File: src/rtl/deint_pkg.sv
// Shared constants and state type for the convolutional deinterleaver controller.
package deint_pkg;

  localparam int unsigned DEINT_BRANCHES = 12;
  localparam int unsigned DEINT_M        = 17;
  localparam int unsigned DEINT_PKT_LEN  = DEINT_BRANCHES * DEINT_M;
  localparam int unsigned DEINT_FILL_LEN = (DEINT_BRANCHES - 1) * DEINT_BRANCHES * DEINT_M;

  localparam logic [7:0] DEINT_SYNC     = 8'h47;
  localparam logic [7:0] DEINT_SYNC_INV = 8'hB8;

  typedef enum logic [1:0] {
    ST_IDLE,
    ST_ALIGN,
    ST_FILL,
    ST_RUN
  } deint_state_e;

endpackage

File: src/rtl/deint_sync_det.sv
// Combinational MPEG-TS sync byte detector.
// With DEINT_INV_SYNC_EN defined, the inverted sync byte 0xB8 also matches.
module deint_sync_det
  import deint_pkg::*;
(
  input  logic [7:0] data,
  output logic       hit
);

`ifdef DEINT_INV_SYNC_EN
  assign hit = (data == DEINT_SYNC) || (data == DEINT_SYNC_INV);
`else
  assign hit = (data == DEINT_SYNC);
`endif

endmodule

File: src/rtl/deinterleaver_ctrl.sv
// Commutator, fill and sync-lock sequencer for the I=12, M=17 byte deinterleaver.
// Optional feature macro: DEINT_INV_SYNC_EN (accept 0xB8 as sync, handled in deint_sync_det).
module deinterleaver_ctrl
  import deint_pkg::*;
#(
  parameter int unsigned BRANCHES = DEINT_BRANCHES,
  parameter int unsigned M        = DEINT_M,
  parameter int unsigned PKT_LEN  = DEINT_PKT_LEN,   // must equal BRANCHES*M
  parameter int unsigned MISS_MAX = 3
) (
  input  logic        clk,
  input  logic        reset,
  input  logic        enable,
  input  logic        in_valid,
  input  logic [7:0]  in_data,
  output logic        in_ready,
  input  logic        out_ready,
  output logic [3:0]  sel,
  output logic [10:0] buf_en,
  output logic        out_valid,
  output logic        out_sop,
  output logic        locked,
  output logic        fill_done
);

  localparam int unsigned FILL_LEN = (BRANCHES - 1) * BRANCHES * M;
  localparam int unsigned PKT_W    = $clog2(PKT_LEN);
  localparam int unsigned FILL_W   = 12;
  localparam int unsigned MISS_W   = $clog2(MISS_MAX + 1);
  localparam logic [3:0]  SEL_LAST = 4'(BRANCHES - 1);

  deint_state_e      state, state_nxt;
  logic [3:0]        sel_nxt;
  logic [PKT_W-1:0]  pkt_cnt, pkt_nxt;
  logic [FILL_W-1:0] fill_cnt, fill_nxt;
  logic [MISS_W-1:0] miss_cnt, miss_nxt;
  logic              step;
  logic              sync_hit;

  deint_sync_det u_sync_det (
    .data (in_data),
    .hit  (sync_hit)
  );

  // NOTE: every output and next-state value gets a default before the case
  // statement, so no path leaves a variable unassigned and no latch is inferred.
  always_comb begin
    state_nxt = state;
    sel_nxt   = sel;
    pkt_nxt   = pkt_cnt;
    fill_nxt  = fill_cnt;
    miss_nxt  = miss_cnt;
    buf_en    = '0;

    in_ready  = (state != ST_IDLE) && out_ready;
    step      = in_valid && in_ready;
    out_valid = step && (state == ST_RUN);
    out_sop   = out_valid && (pkt_cnt == '0);

    unique case (state)
      ST_IDLE: state_nxt = ST_ALIGN;

      ST_ALIGN: begin
        // The sync byte itself is branch 0 of the first packet.
        if (step && sync_hit) begin
          buf_en    = 11'h001;
          sel_nxt   = 4'd1;
          pkt_nxt   = PKT_W'(1);
          fill_nxt  = FILL_W'(1);
          miss_nxt  = '0;
          state_nxt = ST_FILL;
        end
      end

      ST_FILL, ST_RUN: begin
        if (step) begin
          if (sel < SEL_LAST) buf_en = 11'(1) << sel;
          sel_nxt = (sel == SEL_LAST) ? 4'd0 : sel + 4'd1;
          pkt_nxt = (pkt_cnt == PKT_W'(PKT_LEN - 1)) ? '0 : pkt_cnt + PKT_W'(1);

          // fill_cnt holds once RUN is reached.
          if (state == ST_FILL) begin
            fill_nxt = fill_cnt + FILL_W'(1);
            if (fill_cnt == FILL_W'(FILL_LEN - 1)) state_nxt = ST_RUN;
          end

          if (pkt_cnt == '0) begin
            if (sync_hit) begin
              miss_nxt = '0;
            end else if (miss_cnt == MISS_W'(MISS_MAX - 1)) begin
              // Loss of lock; this byte is still written above.
              state_nxt = ST_ALIGN;
              sel_nxt   = '0;
              pkt_nxt   = '0;
              fill_nxt  = '0;
              miss_nxt  = '0;
            end else begin
              miss_nxt = miss_cnt + MISS_W'(1);
            end
          end
        end
      end

      default: state_nxt = ST_IDLE;
    endcase

    // Disable overrides everything, including a simultaneous loss of lock.
    if (!enable) begin
      state_nxt = ST_IDLE;
      sel_nxt   = '0;
      pkt_nxt   = '0;
      fill_nxt  = '0;
      miss_nxt  = '0;
    end
  end

  // NOTE: sequential state uses non-blocking assignments so all registers
  // update together from the same pre-edge values.
  always_ff @(posedge clk or negedge reset) begin
    if (!reset) begin
      state     <= ST_IDLE;
      sel       <= '0;
      pkt_cnt   <= '0;
      fill_cnt  <= '0;
      miss_cnt  <= '0;
      locked    <= 1'b0;
      fill_done <= 1'b0;
    end else begin
      state     <= state_nxt;
      sel       <= sel_nxt;
      pkt_cnt   <= pkt_nxt;
      fill_cnt  <= fill_nxt;
      miss_cnt  <= miss_nxt;
      locked    <= (state_nxt == ST_FILL) || (state_nxt == ST_RUN);
      fill_done <= (state_nxt == ST_RUN);
    end
  end

endmodule

File: config.mk
export PLATFORM = sky130hd
export DESIGN_NAME = deinterleaver_ctrl
export DESIGN_NICKNAME = d
export VERILOG_FILES = /design/src/rtl/deint_pkg.sv /design/src/rtl/deint_sync_det.sv /design/src/rtl/deinterleaver_ctrl.sv
export SDC_FILE = /design/constraint.sdc
export NUM_CORES = 1
export LEC_CHECK = 0
export ABC_AREA = 0
export CAP_MARGIN = 20
export CORE_MARGIN = 4
export CORE_UTILIZATION = 52
export CTS_CLUSTER_DIAMETER = 120
export CTS_CLUSTER_SIZE = 10
export DETAILED_ROUTE_END_ITERATION = 8
export GPL_ROUTABILITY_DRIVEN = 0
export HOLD_SLACK_MARGIN = 0.05
export PLACE_DENSITY = 0.8
export SETUP_SLACK_MARGIN = 0.5
export SLEW_MARGIN = 10
export SYNTH_ARGS = -nofsm -noshare
export SYNTH_HDL_FRONTEND = slang
export SYNTH_SLANG_ARGS = --single-unit
File: constraint.sdc
create_clock -name clk -period 2.08 [get_ports clk]
set_input_delay 0.312 -clock clk [delete_from_list [all_inputs] [get_ports clk]]
set_output_delay 0.312 -clock clk [all_outputs]
set_load 0.01 [all_outputs]
==> metrics.txt, run 1 <==
CTS tree=built; sequential share of power=49.7%; Ys Warns=0; worst clock skew=0.0218 ns; drt first pass iters=9; cells taking the most area after synthesis=dfrtp_1 (40%), ha_1 (6.0%), and2_1 (4.4%); total grt overflow=0; final WL=10100 µm; post-synth cell types=42; Nets=336; Setup crit end kind=flop; slowest CP cell=dfrtp_1; die area=0.00460 mm²; overall routing resource usage=33.4%; n_diodes=0; CTS Sinks=30; H-tree Lvls=2; vias in the first global route=2239; R2R Path End=fill_cnt[10]; CTS clk-pin slew, worst paths=0.11 ns; xor/xnor share of the synthesized area=1.88%; P_int=0.849 mW; dominant cell type by area after synthesis=dfrtp_1; post-synth top area share=40.3%; syn_nets=237; Sw Pwr=0.352 mW; area grow syn2layout=75.7%; failing checks=setup timing; Rel. slew slack=39.3%; Starting Density=55.0%; Max Cap Viol=0; Finished Layout Cells=361; final cycle utilization of the critical path=109%; Static Leak=1.46 nW; Critical R2R Launch=pkt_cnt[1]; critical path's most frequent cell=buf_6; first-pass GRT wire length=11100 µm; Max IR drop VDD=496 µV; RSZ-0062 raised after global routing=true; Mean Syn Cell Area=8.67 µm²; layout cell share with drive strength beyond 1=52.7%; largest family of logic cells by synthesized area=simple AND/OR/NAND/NOR gates; CTS Buf Count=5; Max Fclk=440 MHz; proportion of power drawn by the clock network=32.8%; DR iter-0 viols=478; Primary FF master, synth=dfrtp_1; Setup CP Type=flop to flop; Logic pwr share=17.5%; CP max stage delay=0.41 ns; CP Cell Sequence=inv_2 -> ha_2 -> nor4b_4 -> buf_4 -> o211a_4 -> buf_6 -> buf_6 -> a21oi_4 -> buf_6 -> nor2_4 -> nor2_1; outcome=finished, violations left; vias=2629; hold buffer count at CTS=0; Yosys reg bits=30; WL/cell=27.9 µm; Synth Area in Compound Gates=16.7%; Final Worst Setup Slack=-0.191 ns; Hold Crit Class=input pin to async pin; Post-Route Utilization=96.6%; CP arrival=2.50 ns; Post-Synth Adder-Cell Area=6.04%; CP startpoint kind=flop; Required @ worst endpoint=2.31 ns; Slew Limit Fails=0; post-DR vias/cell=7.28; Clock Path Buffers=2; DR DRC count=0; post-synthesis simple-gate area fraction=30.4%; sw frac=29.3%; Die Y=67.9 µm; synth cell count leaders=dfrtp_1 (30), nand2_1 (19), a21oi_1 (15), inv_1 (15), nand3_1 (15); Fin. Hold Viols=0; post-synthesis sequential area ratio=40.3%; core footprint=0.00339 mm²; Setup Viol. Count Final=24; CP Max Fanout=6; Syn Inst Count=215; Synth async-reset ratio=100%; # IOs=33; mux cell area share after synthesis=0.604%; EDFF count, synth=0; worst reg2reg setup slack=-0.19 ns; antenna violations before repair=0; min Tclk post-route=2.27 ns; mapped cell area=0.00186 mm²; port buffer count=32; dpl cells=332; cell with the most instances after synthesis=dfrtp_1; Sum Neg Setup Slack=-2.44 ns; std cell rows=21; root buffer cell=clkbuf_4; antenna-violating nets left=0; worst-skew pair later-pin latency=0.35 ns; power density over the cells=367 mW/mm²; worst slew pin tran=0.909 ns; largest net degree at the start of global routing=31; Worst R2R Path Depth=11; HPWL Detailed=4000 µm; Die W=67.9 µm
[worst max-delay path by stage]
stage,cells past startpoint,end,start
finish,11,fill_cnt[10],pkt_cnt[1]
global route,11,fill_cnt[6],pkt_cnt[1]
CTS,7,pkt_cnt[7],in_data[4]
detailed placement,5,buf_en[0],in_data[6]
global placement,5,buf_en[0],in_data[6]
floorplan,5,pkt_cnt[7],in_data[5]
[sequential cells by signal (all words and copies together) (netlist names)]
name       flops
fill_done      1
miss_cnt       2
sel            4
state          2
locked         1
pkt_cnt        8
fill_cnt      12
[power by group through the flow]
stage | registers [mW] | clock network [mW] | logic, mW
finish | 0.596 | 0.394 | 0.210
global route | 0.597 | 0.410 | 0.216
CTS | 0.594 | 0.381 | 0.164
detailed placement | 0.606 | 0 | 0.135
global placement | 0.605 | 0 | 0.131
floorplan | 0.607 | 0 | 0.0469
[stage by stage]
step / worst slack, ns / cell area [µm²] / hold slack (ns) / total power [mW]
floorplan: 0.125 / 1860 / 0.0164 / 0.654
global placement: -0.512 / 2550 / 0.510 / 0.736
detailed placement: -0.562 / 2550 / 0.518 / 0.740
CTS: 0.0936 / 2890 / 0.361 / 1.14
global route: -0.225 / 3270 / 0.364 / 1.22
finish: -0.191 / 3270 / 0.338 / 1.20
[layer usage]
metal / share of wire (%) / GRT usage, % / vias to the layer above
li1: - / - / 986
met1: 33 / 39.5 / 1179
met2: 43 / 55.4 / 347
met3: 15 / 7.72 / 117
met4: 9.0 / 19.4 / 0
met5: 0 / 0 / -
[logic make-up (layout without fill, tap and decap cells)]
logic type,Yosys count,in the layout
compound gates,47,47
mux,1,1
buf+inv,20,120
flops,30,30
fa+ha+maj,9,9
xor+xnor,4,4
simple gates,104,104
[area by class of cell]
type	count	area, µm²
repair buffers	97	890
flip-flops and latches	30	752
inverters	15	73.8
fillers	64	116
clock inverters	1	5.00
well taps	46	57.6
multi-input cells	165	1440
clock buffers	7	55.1
[layout by cell type, fill, tap and decap left out, drive strengths merged, types with 4 or more instances in the layout]
cell type and instances:
a21oi 16, and2 13, and3 5, buf 83
clkbuf 8, clkdlybuf4s50 4, dfrtp 30, dlygate4sd2 4
dlymetal6s2s 5, ha 9, inv 15, nand2 19
nand3 15, nand4 7, nor2 14, nor3 6
nor4 5, o21ai 9, o31ai 4, or3 7
[timing repair]
item	4_1_cts	5_1_grt
buffers inserted	14	7
cloned	0	0
gates resized for setup	137	76
pin swaps	21	28
endpoints found under the hold margin	0	0
endpoints found under the setup margin	48	46
[critical path, delay by kind of cell (launching register included)]
| kind | cells | cell delay [ns] |
|---|---|---|
| compound gates | 2 | 0.26 |
| buf+inv | 5 | 0.66 |
| simple gates | 3 | 0.63 |
| fa+ha+maj | 1 | 0.18 |
| flops | 1 | 0.41 |
(Power assumes the default switching activity.)
==> run 2, diff against run 1 <==
--- a/config.mk
+++ b/config.mk
@@ -8,13 +8,13 @@
 export ABC_AREA = 0
 export CAP_MARGIN = 20
 export CORE_MARGIN = 4
-export CORE_UTILIZATION = 52
+export CORE_UTILIZATION = 45
 export CTS_CLUSTER_DIAMETER = 120
 export CTS_CLUSTER_SIZE = 10
 export DETAILED_ROUTE_END_ITERATION = 8
 export GPL_ROUTABILITY_DRIVEN = 0
 export HOLD_SLACK_MARGIN = 0.05
-export PLACE_DENSITY = 0.8
+export PLACE_DENSITY = 0.71
 export SETUP_SLACK_MARGIN = 0.5
 export SLEW_MARGIN = 10
 export SYNTH_ARGS = -nofsm -noshare
==> run 2 against run 1 <==
  * The run now ends clean
  * Sequential cell count did not move
  * Clock-buffer cell count did not move
  * Worst setup slack improved by 0.21 ns
  * Sequential power barely moved
  * Sequential share of layout area fell by 0.23 points
  * Final cell count rose by 1.4%
  * Non-clock buffer count rose by 1
  * Worst hold slack improved by 0.078 ns
  * Die area rose by 14%
  * Clock power rose by 27%
  * Critical endpoint is now pkt_cnt[6]
  * Largest power group unchanged
  * Highest routed layer unchanged
==> metrics.txt, run 2 (synthesis results as in run 1) <==
CP Cell Sequence=buf_6 -> or4b_4 -> buf_6 -> o211a_4 -> a211o_4 -> buf_4 -> or3_1 -> nand3_1; overall power=1.29 mW; antenna-violating nets left=0; CTS Buf Count=5; Max IR drop VDD=283 µV; min Tclk post-route=2.06 ns; CTS tree=built; port buffer count=32; Hold Crit Class=input pin to async pin; # IOs=33; std cell rows=23; overall routing resource usage=25.7%; DR iter-0 viols=225; top flop regs=fill_cnt x12, pkt_cnt x8, sel x4; worst-skew pair later-pin latency=0.29 ns; Rel. slew slack=47.4%; CP arrival=2.28 ns; Starting Density=46.6%; RSZ-0062 raised after global routing=true; final cycle utilization of the critical path=99.0%; die area=0.00523 mm²; HPWL Detailed=3710 µm; Top reg by flops=fill_cnt; DR DRC count=0; CP startpoint kind=input pin; Setup crit end kind=flop; slowest CP cell=or4b_4; total grt overflow=0; core footprint=0.00400 mm²; first-pass GRT wire length=10300 µm; Finished Layout Cells=366; Static Leak=1.43 nW; Setup Viol. Count Final=0; root buffer cell=clkbuf_8; vias in the first global route=2123; worst clock skew=0.00912 ns; hold buffer count at CTS=0; Max Cap Viol=0; Die W=72.3 µm; worst slew pin tran=0.787 ns; Nets=337; largest net degree at the start of global routing=31; post-DR vias/cell=6.07; CTS Sinks=30; critical path's most frequent cell=buf_6; CP max stage delay=0.56 ns; CTS clk-pin slew, worst paths=0.07 ns; H-tree Lvls=2; WL/cell=20.9 µm; drt first pass iters=4; dpl cells=333; layout cell share with drive strength beyond 1=51.9%; vias=2223; antenna violations before repair=0; CP Max Fanout=4; Setup CP Type=input pin to flop; Max Fclk=486 MHz; final WL=7670 µm; most common cell after layout, fill and taps aside=buf_4; Clock Path Buffers=2; area grow syn2layout=77.4%; outcome=finished, final reports clean; n_diodes=0; power density over the cells=391 mW/mm²; most frequent cells in the layout=buf_4 (45), dfrtp_1 (29), buf_6 (29); max FFs per register=12; Slew Limit Fails=0; Die Y=72.3 µm; Fin. Hold Viols=0; Required @ worst endpoint=2.30 ns
[run 2: changes by cell type in the layout (fill, tap and decap cells not counted), moves of 3 or more]
cell / previous run / this run
buf_6: 33 / 29
and2_1: 3 / 7
clkbuf_4: 5 / 0
a21oi_1: 7 / 4
clkbuf_8: 1 / 6
and2_4: 10 / 6
buf_2: 5 / 8
[run 2: metrics by stage]
step | hold WS, ns | TNS (ns) | cell area [µm²] | setup slack (ns) | utilization, %
floorplan | 0.0164 | 0 | 1860 | 0.125 | -
global placement | 0.517 | -13.20 | 2530 | -0.533 | 63.3
detailed placement | 0.518 | -15.03 | 2530 | -0.546 | 63.3
global route | 0.453 | -0.306 | 3310 | -0.0427 | 82.6
finish | 0.416 | 0 | 3310 | 0.0215 | 82.6
CTS | 0.426 | 0 | 2910 | 0.0264 | 72.7
[run 2: repair_timing]
action                     CTS  global route
hold endpoints to repair     0             0
pin swaps                   22            30
resized for setup          126            80
setup buffers               16             9
setup endpoints to repair   48            44
[run 2: critical path, delay by kind of cell]
kind | cells | cell delay, ns
AO/OA/AOI/OAI | 2 | 0.60
buffers and inverters | 3 | 0.38
AND/OR/NAND/NOR | 3 | 0.99
[run 2: path summary, 6_finish.rpt]
check	start	slack, ns	depth (start not counted)	endpoint
max	in_data[4]	0.02	8	pkt_cnt[6]
min	reset	0.42	2	fill_cnt[5]
max reg2reg	pkt_cnt[1]	0.03	9	pkt_cnt[6]
min reg2reg	miss_cnt[0]	0.54	1	miss_cnt[1]
max in group asynchronous	reset	1.36	2	sel[3]
min in group clk	miss_cnt[0]	0.54	1	miss_cnt[1]
[run 2: area by class of cell]
type / instances / area (µm²)
Multi-Input combinational cell: 165 / 1460
Timing Repair Buffer: 98 / 867
Sequential cell: 30 / 752
Inverter: 15 / 76.3
Tap cell: 50 / 62.6
Fill cell: 198 / 694
Clock buffer: 7 / 86.3
Clock inverter: 1 / 5.00
[run 2: metal layers]
metal  global-route usage (%)  vias up  share of wire (%)
met1                     30.1     1091                 37
met3                     5.40       35                6.0
met4                     11.9        0                4.3
li1                         -      983                  -
met2                     44.6      114                 53
met5                        0        -                  0
[run 2: power by group]
part / leakage, nW / switching [mW] / internal [mW]
clock: 0.0482 / 0.234 / 0.267
sequential: 0.410 / 0.00716 / 0.590
combinational: 0.976 / 0.102 / 0.0942
total: 1.43 / 0.343 / 0.951
==> run 3, diff against run 2 <==
--- a/config.mk
+++ b/config.mk
@@ -8,13 +8,13 @@
 export ABC_AREA = 0
 export CAP_MARGIN = 20
 export CORE_MARGIN = 4
-export CORE_UTILIZATION = 45
+export CORE_UTILIZATION = 30
 export CTS_CLUSTER_DIAMETER = 120
 export CTS_CLUSTER_SIZE = 10
 export DETAILED_ROUTE_END_ITERATION = 8
 export GPL_ROUTABILITY_DRIVEN = 0
 export HOLD_SLACK_MARGIN = 0.05
-export PLACE_DENSITY = 0.71
+export PLACE_DENSITY = 0.51
 export SETUP_SLACK_MARGIN = 0.5
 export SLEW_MARGIN = 10
 export SYNTH_ARGS = -nofsm -noshare
==> run 3 against run 2 <==
  * Utilization shrank 28 points
  * Sequential share of layout area is 0.086 points higher
  * Clock-buffer cell count is the same
  * Critical path type unchanged
==> metrics.txt, run 3 (synthesis results as in run 1) <==
CP arrival=2.20 ns; Die W=86.8 µm; worst clock skew=0.00390 ns; H-tree Lvls=2; vias in the first global route=2070; Slew Limit Fails=0; Setup CP Type=input pin to flop; layout cell share with drive strength beyond 1=47.8%; antenna-violating nets left=0; WL/cell=14.8 µm; dpl cells=361; top flop regs=fill_cnt x12, pkt_cnt x8, sel x4; Sum Neg Setup Slack=0 ns; outcome=finished, final reports clean; Die Y=86.8 µm; port buffer count=32; Setup Viol. Count Final=0; max FFs per register=12; final cycle utilization of the critical path=95.8%; n_diodes=0; CTS clk-pin slew, worst paths=0.07 ns; Required @ worst endpoint=2.29 ns; largest net degree at the start of global routing=31; Rel. slew slack=70.1%; # IOs=33; Finished Layout Cells=393; Multi-input gate area=0.00139 mm²; min Tclk post-route=1.99 ns; Critical Path Source=in_data[1]; overall routing resource usage=16.3%; total grt overflow=0; final WL=5820 µm; vias=2034; CP Max Fanout=4; Starting Density=31.1%; power density over the cells=391 mW/mm²; std cell rows=28; overall power=1.29 mW; DR DRC count=0; Filler cells=523; Worst R2R Path Depth=9; Max Fclk=502 MHz; Post-Layout Inst Area=0.00329 mm²; Static Leak=1.46 nW; DR iter-0 viols=117; Nets=339; sequential cell area=752 µm²; Top reg by flops=fill_cnt; RSZ-0062 raised after global routing=true; Max Cap Viol=0; Fin. Hold Viols=0; worst-skew pair later-pin latency=0.28 ns; antenna violations before repair=0; worst slew pin tran=0.446 ns; Hold Crit Class=input pin to async pin; area grow syn2layout=76.8%; DP Worst Slack=-0.575 ns; CP startpoint kind=input pin; Setup crit end kind=flop; post-DR vias/cell=5.18; first-pass GRT wire length=9790 µm; placed cell areas=0.00259 mm²; most frequent cells in the layout=buf_4 (44), buf_6 (36), dfrtp_1 (29); CTS Buf Count=5; CTS tree=built; core footprint=0.00599 mm²; Post-Route Utilization=55.0%; Final Worst Setup Slack=0.0864 ns; CTS Sinks=30; HPWL Detailed=3930 µm; worst hold margin=0.434 ns; drt first pass iters=4; Critical R2R Launch=pkt_cnt[0]; most common cell after layout, fill and taps aside=buf_4; Clock Path Buffers=2; root buffer cell=clkbuf_8; Max IR drop VDD=206 µV; die area=0.00754 mm²
## run 3: changes by cell type in the layout (fill, tap and decap cells not counted), moves of 3 or more
cell / before / now
a21oi_1: 4 / 11
buf_6: 29 / 36
a21oi_2: 10 / 4
dlygate4sd2_1: 6 / 2
buf_2: 8 / 5
o21ai_1: 4 / 7
## run 3: final timing paths
kind                                endpoint  slack (ns)
worst max-delay path             fill_cnt[4]        0.09
worst min-delay path              pkt_cnt[2]        0.43
worst max register to register   fill_cnt[4]        0.16
worst min register to register  fill_cnt[11]        0.55
max in group asynchronous             sel[3]        1.32
min in group clk                  pkt_cnt[5]        0.48
## run 3: final cells by class
type / instances / area share [%]
clock buffer: 7 / 2.62
inverter: 15 / 2.01
multi-input combinational: 165 / 42.1
timing repair buffer: 100 / 27.4
clock inverter: 1 / 0.152
sequential: 30 / 22.8
tap: 75 / 2.85
## run 3: worst max-delay path, cell delays in order
cell             delay, ns
clkdlybuf4s50_1       0.46
nand4b_1              0.13
buf_4                 0.18
o211a_4               0.26
a211o_4               0.35
buf_6                 0.13
or3_1                 0.30
o21ai_1               0.08
## run 3: timing repair
| action | in CTS | in global routing |
|---|---|---|
| setup buffers | 20 | 4 |
| pin swaps | 19 | 17 |
| setup endpoints to repair | 47 | 45 |
| resized for setup | 133 | 61 |
| hold buffers | 0 | 0 |
## run 3: routing by layer
layer  wire length [µm]  up-vias  GRT usage (%)
met5                  0        -              0
met4                 90        0           6.23
met3                207        8           3.52
met2               2990       49           27.9
met1               2530      994           20.0
li1                   -      983              -
## run 3: report_power, final
group	total, mW	leakage [nW]	internal [mW]	switching (mW)
Sequential	0.596	0.410	0.589	0.00613
Clock	0.495	0.0482	0.267	0.229
Combinational	0.198	1.00	0.106	0.0923
